==> src/rtl/down_counter_timer.sv <==
// Loadable down-counting timer: load/start handshake, prescaled decrement, one-cycle done pulse on terminal count.
// Optional periodic reload on terminal count when DOWN_COUNTER_TIMER_AUTO_RELOAD_EN is defined.
module down_counter_timer #(
    parameter int WIDTH    = 4,
    parameter int PRESCALE = 1
) (
    input  logic             clk,
    input  logic             rst,
    input  logic             en,
    input  logic             load,
    input  logic [WIDTH-1:0] load_val,
    input  logic             start,
    output logic [WIDTH-1:0] count,
    output logic             busy,
    output logic             done,
    output logic             zero
);

    localparam int PW = (PRESCALE > 1) ? $clog2(PRESCALE) : 1;

    typedef enum logic {
        IDLE = 1'b0,
        RUN  = 1'b1
    } state_t;

    state_t           state, state_nxt;
    logic [WIDTH-1:0] count_nxt;
    logic [PW-1:0]    presc, presc_nxt;
    logic             done_nxt;
    logic             tick;
`ifdef DOWN_COUNTER_TIMER_AUTO_RELOAD_EN
    logic [WIDTH-1:0] reload, reload_nxt;
`endif

    // With PRESCALE == 1 every enabled cycle is a tick and presc stays at zero.
    generate
        if (PRESCALE > 1) begin : g_presc
            assign tick = (presc == PW'(PRESCALE - 1));
        end else begin : g_nopresc
            assign tick = 1'b1;
        end
    endgenerate

    always_comb begin
        state_nxt = state;
        count_nxt = count;
        presc_nxt = presc;
        done_nxt  = 1'b0;
`ifdef DOWN_COUNTER_TIMER_AUTO_RELOAD_EN
        reload_nxt = reload;
`endif
        if (load) begin
            count_nxt = load_val;
            presc_nxt = '0;
            state_nxt = IDLE;
`ifdef DOWN_COUNTER_TIMER_AUTO_RELOAD_EN
            reload_nxt = load_val;
`endif
        end else if (state == IDLE) begin
            if (start) begin
                if (count != '0) begin
                    state_nxt = RUN;
                    presc_nxt = '0;
                end else begin
                    // Zero-length run: report completion without entering RUN.
                    done_nxt = 1'b1;
                end
            end
        end else if (en && (count != '0)) begin
            if (tick) begin
                presc_nxt = '0;
                if (count == WIDTH'(1)) begin
                    done_nxt = 1'b1;
`ifdef DOWN_COUNTER_TIMER_AUTO_RELOAD_EN
                    if (reload != '0) begin
                        count_nxt = reload;
                    end else begin
                        count_nxt = '0;
                        state_nxt = IDLE;
                    end
`else
                    count_nxt = '0;
                    state_nxt = IDLE;
`endif
                end else begin
                    count_nxt = count - WIDTH'(1);
                end
            end else begin
                presc_nxt = presc + PW'(1);
            end
        end
    end

    always_ff @(posedge clk or posedge rst) begin
        if (rst) begin
            state <= IDLE;
            count <= '0;
            presc <= '0;
            busy  <= 1'b0;
            done  <= 1'b0;
`ifdef DOWN_COUNTER_TIMER_AUTO_RELOAD_EN
            reload <= '0;
`endif
        end else begin
            state <= state_nxt;
            count <= count_nxt;
            presc <= presc_nxt;
            busy  <= (state_nxt == RUN);
            done  <= done_nxt;
`ifdef DOWN_COUNTER_TIMER_AUTO_RELOAD_EN
            reload <= reload_nxt;
`endif
        end
    end

    assign zero = (count == '0);

endmodule

==> config.mk <==
export PLATFORM = sky130hd
export DESIGN_NAME = down_counter_timer
export DESIGN_NICKNAME = d
export VERILOG_FILES = /design/src/rtl/down_counter_timer.sv
export SDC_FILE = /design/constraint.sdc
export NUM_CORES = 1
export LEC_CHECK = 0
export CAP_MARGIN = 20
export CORE_MARGIN = 1
export CORE_UTILIZATION = 29
export DETAILED_ROUTE_END_ITERATION = 16
export PLACE_DENSITY_LB_ADDON = 0.3
export SLEW_MARGIN = 0
export SYNTH_ARGS = -nofsm -noshare
export SYNTH_HDL_FRONTEND = slang
export SYNTH_SLANG_ARGS = --single-unit
==> constraint.sdc <==
create_clock -name clk -period 2.1 [get_ports clk]
set_clock_uncertainty 0.2 [all_clocks]
set_input_delay 0.63 -clock clk [delete_from_list [all_inputs] [get_ports clk]]
set_output_delay 0.63 -clock clk [all_outputs]
set_load 0.03 [all_outputs]
* Word level (Yosys, flattened, before mapping) *
Index checks and enable logic that the tools add are counted.

word-level totals
  register bits = 6
  bits in latches = 0
  input bits = 9
  word-level logic and storage cells = 27
  memories = 0
  output and inout port bits = 7
  memory bits (read-only) = 0
  RAM bits = 0

cells by class
  bitwise operators = 0
  add/subtract/negate cells = 1
  reduce and logical (&&, ||, !) cells = 6
  $mul = 0
  div/mod/pow operators = 0
  shift operators = 0
  muxes and demuxes = 16
  equal/unequal tests = 1
  magnitude comparators = 0

operators by type and width
  cell                   number
  $mux W4                4
  $mux W1                12
  $eq A4 B1 Y1 const B   1
  $logic_not A4 Y1       1
  $reduce_bool A2 Y1     2
  $reduce_bool A4 Y1     1
  $sub A4 B1 Y4 const B  1
  $reduce_and A2 Y1      1
  $logic_and A1 B1 Y1    1

* Longest topological paths before layout *
Gate-level depths: netlist of the first run.

  depth after elaboration = 5
  gate-level depth with buffers = 6
  depth with buffers taken out = 6

* Least setup slack after synthesis of the first run *
Ideal clock, no wire load.

  path kind = register to output
  start point = reg count[0]
  end point = out zero
  cell stages (with the launch flop) = 5
  required time = 1270 ps
  data arrival time = 1448 ps
  setup slack = -178 ps
  buffers on the path = 0
  path through = dfrtp_1 > inv_1 > ha_1 > or3b_4 > inv_1

between the ends
  longest elaborated chain between the ends = 1

ends and longest elaborated chain
  element                   line  source
  start: declaration        13    output logic [WIDTH-1:0] count,
  start signal: assignment  106   count <= count_nxt;
  $logic_not A4 Y1          116   assign zero = (count == '0);
  end: declaration          16    output logic zero

Every way passes these cells.

* Final worst setup path of the first run *
Same ends and word-level chain as after synthesis.

==> results.txt, run 1 <==
The total non-filler cell area in the finished layout is 679 um^2. The worst pin sits at a relative slew slack of 0.725. In this run the worst path has a maximum fanout of 2.

The deepest clock path buffer count is 2. In this run, synthesis produced a sequential element count of 6. In this run the clock root is driven by a sky130_fd_sc_hd__clkbuf_4. The layer flagged by global routing as most heavily used is met2. The wire length after detailed routing came out at 1100 um. Data arrives at the worst endpoint at 1460 ps. The setup slack of the critical path after layout came out at -189 ps. The mean number of vias per cell is 5.27. The initial antenna violation count came out at 0. The floorplan step set the die width to 39.1 um. The remaining routing DRC violations came out at 0.

The critical path data required time is 1270 ps. The routed design could run at a clock period as short as 2290 ps. The via count is 453. For met3 alone, demand over resource in global routing was 0.0694. Counting every sink on the clock net gives 6. The power density over the cells came out at 605 nW/um^2.

The leakage power figure came out at 0.310 nW. The worst register-to-register path begins at count[0]. The global-route wire length before repair came out at 1900 um. The area of the die is 1530 um^2. The nature of the critical path endpoint is an output port. In this run, post-CTS hold repair placed 0 buffers. The TritonCTS clock tree is done.

The endpoint identified for the worst register-to-register timing path is count[1]. The count of pins on the block boundary came out at 16. The setup TNS is -189 ps. The number of input and output port buffers inserted came out at 15.

The pre-CTS setup slack came out at 22.7 ps. The clock-pin transition on the worst setup and hold timing paths came out at 50 ps. Setup violations remaining at the end of the flow were counted as 1. The level count of the clock H-tree came out at 1.

The core region is 1280 um^2. The final number of max-transition violations is 0. The highest clock rate is 0.437 GHz. The placer's final routability congestion estimate is 0.893. The share of synthesized area in the top cell type comes to 0.376. The number of nets in the finished design came out at 85.

The dominant cell type by area after synthesis is sky130_fd_sc_hd__dfrtp_1. For this run, global-route usage on met2 was measured as 0.358. The met1 global-route usage came out at 0.188. For the pin with the worst max-slew slack, the measured transition is 406 ps. Once placement finished, the instance area stood at 622 um^2.

The largest voltage drop on the vdd net came out at 0.000314 V. The netlist area before placement came out at 399 um^2. The length in cells of the worst reg-to-reg path came out at 6. The count of synthesis-stage warnings from yosys came out at 0. The layout cell share with drive strength beyond 1 came out at 0.338.

The starting utilization of the core area came out at 0.311. The first-pass iteration count of the detailed router came out at 2. The post-DP HPWL came out at 795 um.

The min-delay analysis places its worst path in the category in2async. Sorting the synthesized cells by area gives the leading types as sky130_fd_sc_hd__dfrtp_1, sky130_fd_sc_hd__ha_1, sky130_fd_sc_hd__inv_1, sky130_fd_sc_hd__nand2_1, sky130_fd_sc_hd__a31oi_1. Of the available clock period, the critical path in the final layout requires 1.09. A synthesized cell averages 9.07 um^2. Of the synthesized area, sequential elements account for 0.376. The number of global-route vias before repair is 457. In this run the vertical extent of the chip is 39.1 um. The number of hold-slack violations in the final timing report came out at 0.

By startpoint and endpoint, the worst setup path is classified as reg2out. The number of antenna diodes in the final layout is 0. The detailed router finished its first iteration with 4 violations.

The global routing usage summed across all routing layers is 0.192. The maximum number of pins on one net before global-route repair is 7. The initialized floorplan defines 13 standard-cell rows. The flow ran to the end, but the final reports show violations. Counting every net in the synthesized netlist gives 56. The final reports fail on negative setup slack. The area growth from synthesis to layout is 70.2%. The count of unique library cells instantiated by Yosys came out at 25. The routed length per placed instance came out at 12.8 um. The number of max-cap violations is 0. The residual antenna-violating net count after detailed routing came out at 0. The remaining global-route overflow came out at 0. The number of filler instances in the final layout is 128.

The synthesized instance count came out at 44. TritonCTS created 3 clock buffers. The later pin in the worst-skew pair is clocked with a latency of 260 ps. Setup repair after global routing could not meet its margin everywhere.

The worst hold margin is 395 ps. The worst setup path is launched from a flop. The reg2reg setup slack is 370 ps.
==> metal layers <==
layer,up-vias,share of wire
met3,5,0.052
met2,14,0.51
met1,217,0.42
met5,-,0
li1,217,-
met4,0,0.021
==> area by class of cell <==
type	count	area (um^2)	area share
clock buffers	3	22.5	0.0331
inverters	6	26.3	0.0387
multi-input cells	30	231	0.341
flip-flops and latches	6	153	0.225
well taps	15	18.8	0.0276
repair buffers	26	228	0.335
==> critical path, stage by stage, from the launching register on <==
cell and delay, ps:
sky130_fd_sc_hd__dfrtp_2 400, sky130_fd_sc_hd__inv_2 80, sky130_fd_sc_hd__ha_4 130, sky130_fd_sc_hd__or3b_4 390, sky130_fd_sc_hd__clkinvlp_4 90, sky130_fd_sc_hd__buf_6 120
==> power by group <==
| group | internal [W] | switching [W] | leakage (nW) |
|---|---|---|---|
| registers | 0.000127 | 0.00000967 | 0.0711 |
| logic | 0.0000779 | 0.0000824 | 0.225 |
| clock network | 0.0000651 | 0.0000484 | 0.0138 |
==> worst max-delay path by stage <==
stage / from / end
after floorplan: count[1] / zero
after global placement: en / count[0]
after detailed placement: count[1] / zero
after global routing: count[1] / zero
final: count[0] / zero
after CTS: count[0] / zero
==> cells in the final DEF (no fill, tap or decap) <==
cell and n:
sky130_fd_sc_hd__o41ai_1 1, sky130_fd_sc_hd__clkinvlp_4 1, sky130_fd_sc_hd__a32oi_1 1, sky130_fd_sc_hd__or3b_4 1, sky130_fd_sc_hd__nor4b_1 1, sky130_fd_sc_hd__and2_1 1
sky130_fd_sc_hd__a21bo_2 1, sky130_fd_sc_hd__dfrtp_1 4, sky130_fd_sc_hd__a31oi_1 2, sky130_fd_sc_hd__ha_1 2, sky130_fd_sc_hd__nor2_1 3, sky130_fd_sc_hd__dlygate4sd2_1 5
sky130_fd_sc_hd__o2111ai_1 1, sky130_fd_sc_hd__o211ai_1 1, sky130_fd_sc_hd__a31o_1 1, sky130_fd_sc_hd__nor2b_1 1, sky130_fd_sc_hd__a2bb2oi_1 1, sky130_fd_sc_hd__inv_2 2
sky130_fd_sc_hd__buf_4 11, sky130_fd_sc_hd__o311ai_1 1, sky130_fd_sc_hd__clkbuf_4 3, sky130_fd_sc_hd__nand2_1 4, sky130_fd_sc_hd__a21o_1 1, sky130_fd_sc_hd__o31ai_1 1
sky130_fd_sc_hd__inv_1 3, sky130_fd_sc_hd__a21oi_1 2, sky130_fd_sc_hd__clkdlybuf4s50_1 9, sky130_fd_sc_hd__ha_4 1, sky130_fd_sc_hd__nor4_1 1, sky130_fd_sc_hd__buf_6 1
sky130_fd_sc_hd__o21ai_2 1, sky130_fd_sc_hd__dfrtp_2 2
==> logic make-up after synthesis <==
group / share of synthesized area
compound gates: 0.292
fa+ha+maj: 0.0941
buf+inv: 0.0752
flops: 0.376
simple gates: 0.163
==> flip-flops by register name, summed over array words and instances, names as in the netlist <==
| name | flops |
|---|---|
| count | 4 |
| done | 1 |
| state | 1 |
==> synthesized netlist by cell type, drive strengths merged <==
master,number
a21bo,1
a21o,1
a21oi,2
a2bb2oi,1
a31o,1
a31oi,2
a32oi,1
and2,1
buf,1
clkbuf,1
dfrtp,6
ha,3
inv,6
nand2,4
nor2,3
nor2b,1
nor4,1
nor4b,1
o2111ai,1
o211ai,1
o21ai,1
o311ai,1
o31ai,1
o41ai,1
or3b,1
==> metrics by stage <==
step | cells | util | total power [W]
detailed placement | 78 | 0.484 | 0.000290
global route | 86 | 0.529 | 0.000440
floorplan | 44 | - | 0.000223
finish | 86 | 0.529 | 0.000411
CTS | 85 | 0.523 | 0.000411
global placement | 78 | 0.484 | 0.000289
==> timing repair <==
action / 4_1_cts / 5_1_grt
gates resized for setup: 6 / 0
setup endpoints to repair: 6 / 1
buffers inserted: 4 / 1
pin swaps: 1 / 0
No activity file was read; power rests on OpenSTA's default activity.
==> inputs of run 2 (changes only) <==
- GPL_TIMING_DRIVEN: not set -> 0
- clock period: 2.1 -> 2.2 ns (I/O delays scaled with it)
==> run 2 against run 1 <==
The run ends with design-rule violations, negative setup slack left; highest routed layer unchanged; sequential cell count stayed put; routed wire length is 0.73% higher; critical endpoint unchanged; worst hold slack better by 36 ps; first-iteration DRC count is 130% higher; die area stayed put.
==> results.txt, run 2 (synthesis results as in run 1) <==
The remaining routing DRC violations is 2 (+2). count holds more flip-flops than any other register. The deepest clock path buffer count is 2 (unchanged). The area occupied by multi-input gates was 231 um^2 (unchanged). The largest individual stage delay along the critical path comes from the cell sky130_fd_sc_hd__dfrtp_2. The number of global-route vias before repair is 391 (-14%).

The number of nets in the finished design is 82 (-3.5%). The critical path data required time came to 1340 ps (+70 ps). STA classifies the critical path startpoint as a flop. Static timing analysis puts the maximum clock frequency at 0.429 GHz.

CTS placed an instance of sky130_fd_sc_hd__clkbuf_4 at the clock tree root. The later-pin clock latency in the skew report came out at 250 ps (about the same). The post-DP HPWL came to 749 um (-5.8%). The power density over the cells is 592 nW/um^2 (-2.1%). The level count of the clock H-tree is 1 (unchanged). The delay of the slowest cell on the worst path came out at 420 ps (+20 ps). The first-pass iteration count of the detailed router is 10 (+8).

TritonCTS built the clock tree. The worst hold margin is 431 ps (+36.0 ps). The family with the most delay on the worst path is flip-flops.

The setup TNS is -132 ps (+57.8 ps). The library cells used most frequently in the layout, excluding fill and tap cells, are sky130_fd_sc_hd__clkdlybuf4s50_1, sky130_fd_sc_hd__buf_4, sky130_fd_sc_hd__dlygate4sd2_1. The largest registers in the layout are count x4, done x1, state x1. The via count came out at 435 (-4.0%). The layout cell share with drive strength beyond 1 is 0.294 (-0.0439). The critical path starts at count[0]. The wire length after detailed routing came out at 1110 um (+0.73%). The number of standard cells in the final layout excluding fillers came out at 83 (-3.5%). The number of flip-flops under the largest register name came out at 4 (unchanged). The maximum number of pins on one net before global-route repair came out at 9 (+2). The global routing usage summed across all routing layers was 0.176 (-0.0165). The final reports fail on design-rule violations, negative setup slack.

The setup slack of the critical path after layout is -132 ps (+57.8 ps). The number of input and output port buffers inserted came out at 14 (-1). The starting utilization of the core area is 0.311 (unchanged). Setup repair after global routing could not meet its margin everywhere. The mean number of vias per cell came out at 5.24 (-0.50%).

The final worst-path cycle share came out at 1.06. The initial antenna violation count is 0 (unchanged). The remaining global-route overflow came to 0 (unchanged). The setup path with the least slack is of type reg2out. The number of buffer and inverter stages on the critical path came to 3 (unchanged). The die height is 39.1 um (unchanged). The sequential cell area came out at 153 um^2 (unchanged).

The count of standard-cell rows came out at 13 (unchanged). The number of filler instances in the final layout is 133 (+3.9%). The leakage power figure came out at 0.290 nW (-6.6%). The number of clock buffers inserted by TritonCTS was 3 (unchanged). The number of antenna cells inserted came out at 0 (unchanged). The count of pins on the block boundary came out at 16 (unchanged). The number of hold-slack violations in the final timing report is 0 (unchanged). The die boundary width came out at 39.1 um (unchanged). The global-route wire length before repair came to 1680 um (-12%). The placer's final routability congestion estimate came to 0.754 (-16%).

The transition time of the tightest slew-check pin is 421 ps (+15.1 ps). The signal on the critical path passes through inv_2, ha_4, or3b_4, clkinvlp_4, buf_6. The routed length per placed instance came to 13.3 um (+4.4%). The pre-CTS setup slack is -546 ps (-568 ps). The DRC violation total after the first TritonRoute iteration is 9 (+5).

The clock-pin transition on the worst setup and hold timing paths came out at 50 ps (about the same). The number of hold-repair buffers added at the cts stage was 0 (unchanged). The final critical path time including I/O delays and setup came out at 2330 ps. The nature of the critical path endpoint is an output port. The residual antenna-violating net count after detailed routing is 0 (unchanged). The worst hold path belongs to the class in2async. The number of placed instances, taps included is 73 (-6.4%).

The area of the die came out at 1530 um^2 (unchanged). The largest voltage drop on the vdd net is 0.000288 V (-8.2%). The largest fanout on the critical path is 2 (unchanged). The data arrival time of the critical path came out at 1470 ps (about the same). The number of failing setup endpoints in the final timing report is 1 (unchanged).

The final number of max-transition violations is 0 (unchanged). The area of the core region is 1280 um^2 (unchanged). The startpoint identified for the worst register-to-register timing path is count[0]. The area growth from synthesis to layout came out at 62.1%. The library cell used most frequently in the layout, excluding fill and tap cells, is sky130_fd_sc_hd__clkdlybuf4s50_1.

The run finished, with violations left. The worst max-slew margin expressed relative to the limit was 0.715 (-0.0102). The final cell utilization of the core is 0.503 (-0.0253). The number of max-cap violations is 0 (unchanged). The TritonCTS sink count came out at 6 (unchanged).
==> run 2: area by class of cell <==
class                   count  share of cell area
plain buffers               2              0.0116
repair buffers             21               0.290
inverters                   6              0.0406
clock buffers               3              0.0348
flip-flops and latches      6               0.236
well taps                  15              0.0290
multi-input cells          30               0.358
==> run 2: report_power, final <==
group	switching [W]	leakage [nW]	total (W)	internal [W]
combinational	0.0000730	0.205	0.000138	0.0000653
sequential	0.0000132	0.0711	0.000135	0.000121
clock	0.0000476	0.0138	0.000110	0.0000623
total	0.000134	0.290	0.000383	0.000249
==> run 2: worst paths after layout <==
path	endpoint	slack [ps]	cells past startpoint
max reg2reg	count[1]	440	6
max in group asynchronous	count[0]	1140	2
min reg2reg	count[3]	450	2
max	zero	-130	5
min in group clk	count[3]	450	2
min	count[3]	430	2
==> run 2: worst register-to-register path, stage by stage, from the launching register on <==
cell and delay [ps]:
sky130_fd_sc_hd__dfrtp_2 420, sky130_fd_sc_hd__inv_2 80, sky130_fd_sc_hd__ha_4 120, sky130_fd_sc_hd__or3b_4 390
sky130_fd_sc_hd__buf_4 160, sky130_fd_sc_hd__a31o_1 210, sky130_fd_sc_hd__o21ai_2 100
==> run 2: metal layers <==
metal	share of wire	up-vias	routed length (um)	track usage
met3	0.061	2	67	0.0694
li1	-	208	-	-
met1	0.44	207	486	0.181
met5	0	-	0	0
met2	0.48	18	529	0.308
met4	0.021	0	23	0.0776
==> run 2: per-stage QoR <==
stage / total power (W) / area, um^2
after floorplan: 0.000207 / 405
after global placement: 0.000253 / 564
after detailed placement: 0.000255 / 564
after CTS: 0.000382 / 647
after global routing: 0.000406 / 647
final: 0.000383 / 647
==> run 2: repair_timing <==
| item | in CTS | in global routing |
|---|---|---|
| setup endpoints to repair | 5 | 1 |
| setup buffers | 7 | 0 |
| pin swaps | 1 | 0 |
| gates resized for setup | 16 | 0 |
